--- config.mk ---
export PLATFORM = sky130hd
export DESIGN_NAME = layer_argmax_flat
export DESIGN_NICKNAME = d
export VERILOG_FILES = /design/src/rtl/layer_pkg.sv /design/src/rtl/layer_argmax_if.sv /design/src/rtl/layer_argmax.sv /design/src/flat_wrapper.sv
export SDC_FILE = /design/constraint.sdc
export NUM_CORES = 1
export LEC_CHECK = 0
export ABC_AREA = 1
export ABC_CLOCK_PERIOD_IN_PS = 5750
export CAP_MARGIN = 40
export CORE_ASPECT_RATIO = 0.5
export CORE_UTILIZATION = 57
export CTS_CLUSTER_SIZE = 14
export DETAILED_ROUTE_END_ITERATION = 10
export PLACE_DENSITY = 0.84
export SETUP_SLACK_MARGIN = 0.4
export SLEW_MARGIN = 20
export SYNTH_ARGS = -nofsm -noshare
export SYNTH_HDL_FRONTEND = slang
export SYNTH_SLANG_ARGS = --single-unit
--- constraint.sdc ---
create_clock -name clk -period 5.75 [get_ports clk]
set_input_delay 1.4375 -clock clk [delete_from_list [all_inputs] [get_ports clk]]
set_output_delay 1.4375 -clock clk [all_outputs]
set_load 0.01 [all_outputs]
--- src/rtl/layer_pkg.sv ---
`default_nettype none
// ============================================================================
//  Module      : layer_pkg
//  Description : Shared frame geometry and state encoding for the final
//                fully-connected layer and its argmax classifier stage.
//  Revision    : 1.0 - initial release
// ============================================================================
package layer_pkg;

    localparam int T  = 16;
    localparam int M  = 4;
    localparam int IW = (M > 1) ? $clog2(M) : 1;

    typedef enum logic [0:0] {
        COLLECT = 1'b0,
        EMIT    = 1'b1
    } state_t;

endpackage
`default_nettype wire

--- src/rtl/layer_argmax_if.sv ---
`default_nettype none
// ============================================================================
//  Module      : layer_argmax_if
//  Description : Activation stream in / classification result out bundle.
//  Revision    : 1.0 - initial release
// ============================================================================
interface layer_argmax_if;
    import layer_pkg::*;

    logic          s_valid;
    logic          s_ready;
    logic [T-1:0]  data_in;
    logic          m_valid;
    logic          m_ready;
    logic [IW-1:0] idx_out;
    logic [T-1:0]  max_out;

    // Block-side view: consumes activations, produces results
    modport slave (
        input  s_valid,
        input  data_in,
        input  m_ready,
        output s_ready,
        output m_valid,
        output idx_out,
        output max_out
    );

    modport master (
        output s_valid,
        output data_in,
        output m_ready,
        input  s_ready,
        input  m_valid,
        input  idx_out,
        input  max_out
    );

endinterface
`default_nettype wire

--- src/rtl/layer_argmax.sv ---
`default_nettype none
// ============================================================================
//  Module      : layer_argmax
//  Description : Tracks the signed running maximum over M activations per
//                frame and emits the winning index/value once per frame.
//  Revision    : 1.0 - initial release
// ============================================================================
module layer_argmax
    import layer_pkg::*;
(
    input  wire logic     clk,
    input  wire logic     reset,
    layer_argmax_if.slave bus
);

    localparam logic [IW-1:0] c_LAST = IW'(M - 1);

    state_t               r_state,     w_state_nxt;
    logic [IW-1:0]        r_cnt,       w_cnt_nxt;
    logic signed [T-1:0]  r_run_max,   w_run_max_nxt;
    logic [IW-1:0]        r_run_idx,   w_run_idx_nxt;
    logic [IW-1:0]        r_idx_out,   w_idx_out_nxt;
    logic signed [T-1:0]  r_max_out,   w_max_out_nxt;
    logic                 r_s_ready,   w_s_ready_nxt;
    logic                 r_m_valid,   w_m_valid_nxt;

    logic                 w_accept;
    logic signed [T-1:0]  w_din;
    logic                 w_gt;
    logic                 w_take;
    logic signed [T-1:0]  w_cand_max;
    logic [IW-1:0]        w_cand_idx;

    assign w_din    = $signed(bus.data_in);
    assign w_accept = bus.s_valid && r_s_ready && (r_state == COLLECT);
    assign w_gt     = (w_din > r_run_max);

    // Element 0 always seeds; later elements win only on a strict increase,
    // so ties keep the lower index. At cnt==0 the seed index equals r_cnt.
    assign w_take     = (r_cnt == '0) || w_gt;
    assign w_cand_max = w_take ? w_din : r_run_max;
    assign w_cand_idx = w_take ? r_cnt : r_run_idx;

    always_comb begin
        w_state_nxt   = r_state;
        w_cnt_nxt     = r_cnt;
        w_run_max_nxt = r_run_max;
        w_run_idx_nxt = r_run_idx;
        w_idx_out_nxt = r_idx_out;
        w_max_out_nxt = r_max_out;
        w_s_ready_nxt = r_s_ready;
        w_m_valid_nxt = r_m_valid;
        case (r_state)
            COLLECT: begin
                if (w_accept) begin
                    w_run_max_nxt = w_cand_max;
                    w_run_idx_nxt = w_cand_idx;
                    if (r_cnt == c_LAST) begin
                        w_cnt_nxt     = '0;
                        w_idx_out_nxt = w_cand_idx;
                        w_max_out_nxt = w_cand_max;
                        w_state_nxt   = EMIT;
                        w_s_ready_nxt = 1'b0;
                        w_m_valid_nxt = 1'b1;
                    end else begin
                        w_cnt_nxt = r_cnt + 1'b1;
                    end
                end
            end
            EMIT: begin
                if (bus.m_ready) begin
                    w_state_nxt   = COLLECT;
                    w_s_ready_nxt = 1'b1;
                    w_m_valid_nxt = 1'b0;
                end
            end
            default: begin
                w_state_nxt   = COLLECT;
                w_s_ready_nxt = 1'b1;
                w_m_valid_nxt = 1'b0;
            end
        endcase
    end

    always_ff @(posedge clk) begin
        if (reset) begin
            r_state   <= COLLECT;
            r_cnt     <= '0;
            r_run_max <= '0;
            r_run_idx <= '0;
            r_idx_out <= '0;
            r_max_out <= '0;
            r_s_ready <= 1'b1;
            r_m_valid <= 1'b0;
        end else begin
            r_state   <= w_state_nxt;
            r_cnt     <= w_cnt_nxt;
            r_run_max <= w_run_max_nxt;
            r_run_idx <= w_run_idx_nxt;
            r_idx_out <= w_idx_out_nxt;
            r_max_out <= w_max_out_nxt;
            r_s_ready <= w_s_ready_nxt;
            r_m_valid <= w_m_valid_nxt;
        end
    end

    assign bus.s_ready = r_s_ready;
    assign bus.m_valid = r_m_valid;
    assign bus.idx_out = r_idx_out;
    assign bus.max_out = r_max_out;

endmodule
`default_nettype wire

--- src/flat_wrapper.sv ---
// flat-port wrapper written by rule: the top's interface ports become plain ports
module layer_argmax_flat import layer_pkg::*;
  (clk, reset, bus_s_valid, bus_data_in, bus_m_ready, bus_s_ready, bus_m_valid, bus_idx_out, bus_max_out);
  layer_argmax_if bus_i ();
  input  wire logic clk;
  input  wire logic reset;
  input wire logic [$bits(bus_i.s_valid)-1:0] bus_s_valid;
  input wire logic [$bits(bus_i.data_in)-1:0] bus_data_in;
  input wire logic [$bits(bus_i.m_ready)-1:0] bus_m_ready;
  output wire logic [$bits(bus_i.s_ready)-1:0] bus_s_ready;
  output wire logic [$bits(bus_i.m_valid)-1:0] bus_m_valid;
  output wire logic [$bits(bus_i.idx_out)-1:0] bus_idx_out;
  output wire logic [$bits(bus_i.max_out)-1:0] bus_max_out;
  assign bus_i.s_valid = bus_s_valid;
  assign bus_i.data_in = bus_data_in;
  assign bus_i.m_ready = bus_m_ready;
  assign bus_s_ready = bus_i.s_ready;
  assign bus_m_valid = bus_i.m_valid;
  assign bus_idx_out = bus_i.idx_out;
  assign bus_max_out = bus_i.max_out;
  layer_argmax u_core (.clk(clk), .reset(reset), .bus(bus_i));
endmodule
==> metrics.txt, run 1 <==
Synth cell types=28; Ports=40; Worst-Margin Slew=0.837 ns; net count after synthesis=around 380; Crit. End Element=register; initial antenna violation count=0; post-CTS setup buffers=0; Leak=around 1.5 nW; share of layout cells above drive strength 1=0.0984; first-pass GRT wire length=about 8.3 mm; Tmin final=around 3.8 ns; flop-to-flop setup slack=around 3.2 ns; Final ANT Viol Nets=0; chip width=between 90 and 100 um; Final GP Congestion=roughly 0.84; final hold vios=0; Root Driver=clkbuf_8; clk_lat worst skew=0.30 ns; WL final=5.31 mm; DIE AREA=approximately 4600 um^2; Seq/Total Area, Yosys=0.336; 1st-iter DRT viols=145; Clock Tree Buf Depth=2; #FFs+latches synth=between 40 and 50; DR vias=around 2200; grt ovf=0; largest net degree at the start of global routing=23; Die Ht=between 40 and 50 um; CTS Hold Bufs=0; # port buffers=39; WS Path Type=in -> reg; CTS H-tree lvls=2; Syn. warnings=0; gr usage total=0.246; post-synth top area cell=dfxtp_1; synthesized area=2440 um^2; CTS tree=built; fmax=~270 MHz; Initial Utilization=0.610; Worst VDD drop=between 0.00015 and 0.0002 V; Clock Pin Slew Worst Setup and Hold Paths=0.09 ns; CTS Sinks=41; maxcap violations=0; reg2reg start=u_core.bus.s_ready; Crit path required time=about 6 ns; post-cts resize count=0; WHS=roughly 0.47 ns; Crit Path Max Fanout=21; nets=roughly 410; Worst Setup SP=bus_s_valid; DR WL/cell=12.3 um; RSZ-0062 raised after global routing=no; worst rel slew slack=0.441; vias in the first global route=around 2000; CTS Buf Count=5; fin util=0.732; Setup TNS=0 ns; Worst EP arrival=around 4.0 ns; synth top area cells=dfxtp_1 34%, nand2_1 15%, nand3_1 11%, ha_1 9.2%, inv_1 7.7%; status=complete, no violations; design area=~2900 um^2; period utilization=0.654; final setup fails=0; Floorplan Core Area=~4000 um^2; Mapped Cells=between 300 and 400; Max Slew Vio Count=0; Rows=16; syn_area_per_cell=around 7.2 um^2; Tightest Hold Check Type=reg -> reg; Detailed Routing Iterations Pass 1=4; detail-routed via count per cell=5.18; DP Area=between 2000 and 3000 um^2; reg2reg end=u_core.bus.max_out[1]; top-area cell type share of the netlist area=0.336; area delta synth->final=20.1%; R2R depth=10; Startpoint Class=input pin; DRC=0; final setup skew=0.00731 ns; dpl hpwl=3.81 mm; Pwr Density=between 200 and 300 nW/um^2; CP endpoint=u_core.bus.max_out[1]; ant diodes=0
==> cell usage after synthesis <==
| master | number |
|---|---|
| a211oi_1 | 1 |
| a21oi_1 | 23 |
| a21oi_2 | 1 |
| a31o_2 | 1 |
| buf_12 | 1 |
| buf_2 | 1 |
| buf_4 | 2 |
| buf_6 | 1 |
| clkbuf_1 | 5 |
| clkbuf_8 | 3 |
| dfxtp_1 | 41 |
| dlygate4sd1_1 | 1 |
| ha_1 | 18 |
| inv_1 | 50 |
| inv_2 | 2 |
| nand2_1 | 100 |
| nand2_2 | 3 |
| nand2_4 | 11 |
| nand2_8 | 1 |
| nand3_1 | 54 |
| nand3_2 | 5 |
| nand4_1 | 2 |
| nor2_1 | 7 |
| nor2_2 | 2 |
| nor3_1 | 1 |
| nor3_2 | 1 |
| o21ai_0 | 2 |
| o21ai_1 | 1 |
==> cells in the final DEF (no fill, tap or decap), types with 3 or more instances in the layout <==
master           instances
nor2_1                   7
ha_1                    18
inv_1                   50
clkdlybuf4s50_1         39
nand2_2                  3
a21oi_1                 23
nand2_4                 11
clkbuf_8                 5
dfxtp_1                 41
nand2_1                100
nand3_2                  5
nand3_1                 54
==> power breakdown <==
part / leakage [nW] / internal, mW / switching (mW)
logic: 1.11 / 0.0694 / 0.124
clock network: 0.0687 / 0.175 / 0.107
registers: 0.335 / 0.300 / 0.00967
total: 1.51 / 0.545 / 0.241
==> state kept, by name, indices dropped and copies added, names as in the netlist <==
name / cells
u_core.bus.max_out: 16
u_core.bus.m_valid: 1
u_core.r_run_max: 16
u_core.r_state: 1
u_core.r_cnt: 2
u_core.bus.s_ready: 1
u_core.bus.idx_out: 2
u_core.r_run_idx: 2
==> through the flow <==
step	instances	setup WS, ns	power [mW]
after detailed placement	422	1.74	0.507
after floorplan	341	2.82	0.464
final	430	1.99	0.786
after global routing	430	1.75	0.825
after global placement	421	1.64	0.499
after CTS	430	2.03	0.787
==> critical path: stages <==
cell,delay (ns)
clkdlybuf4s50_1,0.46
nand2_1,0.06
nor2_2,0.07
buf_4,0.27
inv_1,0.35
nor2_1,0.21
inv_2,0.18
nor2_1,0.54
buf_4,0.28
nand2_1,0.07
nand2_1,0.05
==> cell type report <==
| type | instances | area, um^2 |
|---|---|---|
| Tap cell | 54 | 67.6 |
| Multi-Input combinational cell | 234 | 1310 |
| Inverter | 52 | 195 |
| Clock inverter | 3 | 68.8 |
| Clock buffer | 5 | 68.8 |
| Sequential cell | 41 | 821 |
| Fill cell | 317 | 1070 |
| Timing Repair Buffer | 41 | 405 |
==> cells by family (layout without fill, tap and decap cells) <==
logic type	after synthesis	after routing	synth area share
AOI/OAI and AO/OA	29	29	0.0636
adders and majority gates	18	18	0.0923
buffers and inverters	66	101	0.129
DFF	41	41	0.336
and+or+nand+nor	187	187	0.379
==> metal layers <==
layer | part of all wire | up-vias | track usage
met1 | 0.45 | 984 | 0.293
met4 | 0.018 | 0 | 0.115
met2 | 0.47 | 87 | 0.452
met5 | 0 | - | 0
li1 | - | 1146 | -
met3 | 0.063 | 10 | 0.0498
==> worst min path at each step <==
stage / from / to / slack, ns / cells past startpoint
after floorplan: u_core.bus.m_valid / u_core.bus.m_valid / 0.48 / 2
after global placement: u_core.bus.m_valid / u_core.bus.m_valid / 0.46 / 2
after detailed placement: u_core.bus.m_valid / u_core.bus.m_valid / 0.46 / 2
after CTS: u_core.bus.m_valid / u_core.bus.m_valid / 0.48 / 2
after global routing: u_core.bus.max_out[10] / u_core.bus.max_out[10] / 0.50 / 2
final: u_core.bus.m_valid / u_core.bus.m_valid / 0.47 / 2
Note: power is estimated with default switching activity, not from simulation.
==> run 2, diff against run 1 <==
Settings changed: ABC_CLOCK_PERIOD_IN_PS 5750 to 3800, CORE_UTILIZATION 57 to 53, PLACE_DENSITY 0.84 to 0.79.
Clock period 5.75 ns to 3.8 ns, I/O delays scaled along.
==> metrics.txt, run 2 (synthesized netlist as in run 1, its figures left out) <==
status=finished, violations left; chip width=between 90 and 100 um; DRC=1; most frequent cells in the layout=100 x nand2_1, 54 x nand3_1, 50 x inv_1; dpl hpwl=~3.9 mm; Ports=40; Clock Tree Buf Depth=2; Reg area=between 800 and 900 um^2; Floorplan Core Area=around 4400 um^2; clk_lat worst skew=approximately 0.30 ns; Clock Pin Slew Worst Setup and Hold Paths=~0.090 ns; largest net degree at the start of global routing=23; period utilization=0.784; Startpoint Class=input pin; most used cell, CP=nand2_1; Worst EP arrival=between 3 and 4 ns; final setup fails=0; Max Slew Vio Count=0; Crit Path Max Fanout=19; multi-input logic area=~1300 um^2; Crit path required time=4.00 ns; Pwr Density=between 300 and 400 nW/um^2; CP max stage delay=about 0.48 ns; Cell Chain, Critical Path=clkdlybuf4s50_1 > ha_1 > a21oi_1 > o21ai_1 > a21oi_2 > nand2_1 > nand2_1 > nand2_2 > nand2_4 > nand2_8 > nand2_1 > nand3_1 > nand2_1 > inv_1; Worst-Margin Slew=~0.69 ns; critical path's slowest cell=clkdlybuf4s50_1; gr usage total=0.237; grt ovf=0; crit path buf inv count=2; WL final=5.48 mm; nets=between 400 and 500; CTS H-tree lvls=2; Initial Utilization=0.554; # port buffers=39; Rows=17; share of layout cells above drive strength 1=0.103; Setup TNS=0 ns; CTS tree=built; CTS Sinks=around 40; DR vias=~2300; violated checks=DRC; fmax=336 MHz; Leak=1.51 nW; maxcap violations=0; DR WL/cell=approximately 13 um; total power=around 1.1 mW; WS Path Type=in -> reg; sequential share of power=0.410; Internal=775 uW; Crit. End Element=register; Final GP Congestion=around 0.77; Die Ht=50.0 um; Root Driver=clkbuf_8; DIE AREA=about 4900 um^2; Tightest Hold Check Type=reg -> reg; most common cell after layout, fill and taps aside=nand2_1; sw power=~370 uW; post-cts resize count=0; final setup skew=approximately 0.011 ns; initial antenna violation count=0; RSZ-0062 raised after global routing=no; vias in the first global route=about 2100; detail-routed via count per cell=about 5.2; worst rel slew slack=0.539; first-pass GRT wire length=9.25 mm; 1st-iter DRT viols=86; sw frac=0.323; area delta synth->final=20.1%; Logic pwr share=0.258; Tmin final=2.98 ns; final hold vios=0; Final ANT Viol Nets=0; ant diodes=0; CTS Hold Bufs=0; CTS Buf Count=5; CP top delay family=simple AND/OR/NAND/NOR gates; Detailed Routing Iterations Pass 1=8; post-CTS setup buffers=0; Fillers=367; Clk pwr share=0.333; Worst VDD drop=~0.00024 V
==> run 2: cell types whose count changed in the layout (fill, tap and decap cells not counted), sizes merged <==
cell      previous run  this run
buf                  2         4
bufinv               2         1
clkbuf               5         6
clkinvlp             0         1
inv                 53        52
==> run 2: area by class of cell <==
| type | instances | area share |
|---|---|---|
| tap | 57 | 0.0243 |
| clock buffer | 6 | 0.0282 |
| inverter | 52 | 0.0666 |
| timing repair buffer | 43 | 0.143 |
| sequential | 41 | 0.280 |
| clock inverter | 2 | 0.0128 |
| multi-input combinational | 234 | 0.445 |
==> run 2: metal layers <==
layer / vias to the layer above / global-route usage / routed length (um)
li1: 1155 / - / -
met1: 1049 / 0.280 / 2540
met2: 60 / 0.441 / 2630
met3: 8 / 0.0496 / 258
met4: 0 / 0.0631 / 48
met5: - / 0 / 0
==> run 2: power groups by stage <==
stage                     Combinational, mW  Sequential, mW  Clock, mW
final                                 0.295           0.469      0.380
after global routing                  0.331           0.472      0.397
after CTS                             0.294           0.469      0.380
after detailed placement              0.292           0.479          0
after global placement                0.280           0.478          0
after floorplan                       0.225           0.477          0
==> run 2: worst paths after layout <==
path | start | end | slack [ns] | depth (start not counted)
hold reg to reg | u_core.bus.m_valid | u_core.bus.m_valid | 0.47 | 2
setup reg to reg | u_core.r_run_max[15] | u_core.r_run_max[4] | 1.61 | 14
hold / removal | u_core.bus.m_valid | u_core.bus.m_valid | 0.47 | 2
setup / recovery | bus_data_in[15] | u_core.r_run_max[4] | 0.82 | 14
==> run 2: worst min-delay path, stage by stage (launching register included) <==
cell and delay, ns:
dfxtp_1 0.32, nand2_1 0.06, a21oi_1 0.05
==> run 2: through the flow <==
step,hold WS [ns],area (um^2),setup WS (ns),instances,utilization
floorplan,0.485,2440,1.36,341,-
global placement,0.455,2810,0.558,427,0.639
detailed placement,0.461,2810,0.517,427,0.639
CTS,0.475,2930,0.822,435,0.666
global route,0.486,2930,0.540,435,0.666
finish,0.473,2930,0.820,435,0.666
==> run 3, diff against run 2 <==
Settings changed: ABC_CLOCK_PERIOD_IN_PS 3800 to 2900.
Clock period 3.8 ns to 2.9 ns, I/O delays scaled along.
==> metrics.txt, run 3 (synthesized netlist as in run 1, its figures left out) <==
DRC=1; violated checks=DRC; RSZ-0062 raised after global routing=yes; final setup fails=0; Reg area=821 um^2; detail-routed via count per cell=~5.3; nets=approximately 430; setup ws final=0.429 ns; Clock Pin Slew Worst Setup and Hold Paths=roughly 0.080 ns; fin cells=between 400 and 500; DIE AREA=a little under 5000 um^2; Tightest Hold Check Type=reg -> reg; WL final=between 6 and 7 mm; DR vias=around 2400; placed cell count=436; initial antenna violation count=0; chip width=between 90 and 100 um; Initial Utilization=0.554; Pwr Density=about 460 nW/um^2; fmax=slightly above 400 MHz; Ports=40; DP Worst Slack=around 0.058 ns; met3 usage=0.0482; maxcap violations=0; Worst VDD drop=0.000253 V; worst rel slew slack=0.532; Cell Chain, Critical Path=dlygate4sd2_1 > ha_1 > nand4_1 > nor3_4 > nand4_1 > nand2_8 > buf_8 > nand3_2 > nand2_1 > nand2_1 > nand2_1; Final ANT Viol Nets=0; most frequent cells in the layout=96 x nand2_1, 50 x inv_1, 44 x nand3_1; CP max stage delay=0.29 ns; DR WL/cell=13.5 um; Clk pwr share=0.247; sw frac=0.359; dpl hpwl=3.95 mm; ant diodes=0; final hold vios=0; GR Util met2=0.444; Leak=1.67 nW; Crit. End Element=register; # port buffers=39; largest net degree at the start of global routing=22; GR peak layer=met2; clk_lat worst skew=a little under 0.3 ns; Internal=955 uW; Fillers=331; crit path buf inv count=2; Rows=17; sequential share of power=0.415; 1st-iter DRT viols=158; area delta synth->final=31.9%; CTS Sinks=41; Crit Path Max Fanout=8; Root Driver=clkbuf_8; post-CTS setup buffers=0; Tmin final=around 2.5 ns; CTS tree=built; Worst EP arrival=2.71 ns; Final GP Congestion=approximately 0.85; Crit path required time=roughly 3.1 ns; critical path's slowest cell=ha_1; Worst-Margin Slew=0.701 ns; Detailed Routing Iterations Pass 1=7; sw power=about 540 uW; most used cell, CP=nand2_1; CP top delay family=simple AND/OR/NAND/NOR gates; Logic pwr share=0.338; most common cell after layout, fill and taps aside=nand2_1; Die Ht=about 50 um; grt ovf=0; Clock Tree Buf Depth=2; period utilization=0.852; WHS=0.472 ns; CTS H-tree lvls=2; share of layout cells above drive strength 1=0.197; gr usage total=0.247; met1 Use GR=0.301; Startpoint Class=input pin; WS Path Type=in -> reg; Floorplan Core Area=4400 um^2; fin util=0.731; multi-input logic area=approximately 1500 um^2; first-pass GRT wire length=9.60 mm; CTS Buf Count=5; vias in the first global route=2203; Setup TNS=0 ns; status=finished, violations left; Max Slew Vio Count=0; final setup skew=just over 0.006 ns
run 3: cell count changes in the layout (fill, tap and decap cells not counted), moves of 3 or more:
cell,delta
nand2_1,-4
clkdlybuf4s50_1,-16
dlymetal6s2s_1,+8
nand3_2,+9
buf_4,+7
nand2_2,+4
ha_4,+6
dlygate4sd2_1,+5
nand3_1,-10
a21oi_1,-3
a21oi_2,+3
ha_1,-6
nand2_8,+3
run 3: area by class of cell:
type,count,area share
well taps,57,0.0221
repair buffers,53,0.161
clock buffers,5,0.0214
clock inverters,3,0.00544
multi-input cells,236,0.474
flip-flops and latches,41,0.255
inverters,52,0.0606
run 3: final timing paths:
kind | to | start | cells after the start | slack (ns)
max | u_core.bus.max_out[15] | bus_data_in[10] | 11 | 0.43
min | u_core.bus.max_out[5] | u_core.bus.max_out[5] | 2 | 0.47
max reg2reg | u_core.bus.max_out[15] | u_core.r_run_max[9] | 11 | 0.68
min reg2reg | u_core.bus.max_out[5] | u_core.bus.max_out[5] | 2 | 0.47
run 3: per-stage QoR:
step / power [mW] / cell area [um^2]
2_1_floorplan: 0.920 / 2440
3_3_place_gp: 1.01 / 2880
3_5_place_dp: 1.02 / 2880
4_1_cts: 1.44 / 3070
5_1_grt: 1.57 / 3220
6_report: 1.49 / 3220
run 3: metal layers:
metal  wire length, um  vias up
met4                72        0
met5                 0        -
met2              2930       74
met1              2710     1093
met3               327        8
li1                  -     1175
run 3: power groups by stage:
stage | clock network, mW | registers [mW] | logic [mW]
6_report | 0.369 | 0.618 | 0.504
5_1_grt | 0.400 | 0.622 | 0.552
4_1_cts | 0.376 | 0.615 | 0.450
3_5_place_dp | 0 | 0.628 | 0.396
3_3_place_gp | 0 | 0.626 | 0.385
2_1_floorplan | 0 | 0.625 | 0.295
run 3: worst min-delay path, stage by stage, from the launching register on:
cell     delay (ns)
dfxtp_1        0.32
nand3_1        0.07
nand2_1        0.05
run 3: timing repair:
action                                  CTS  global route
hold buffers                              0             0
endpoints found under the setup margin   19            36
resized for setup                        20            37
gates cloned                              3             0
pin swaps                                15            30
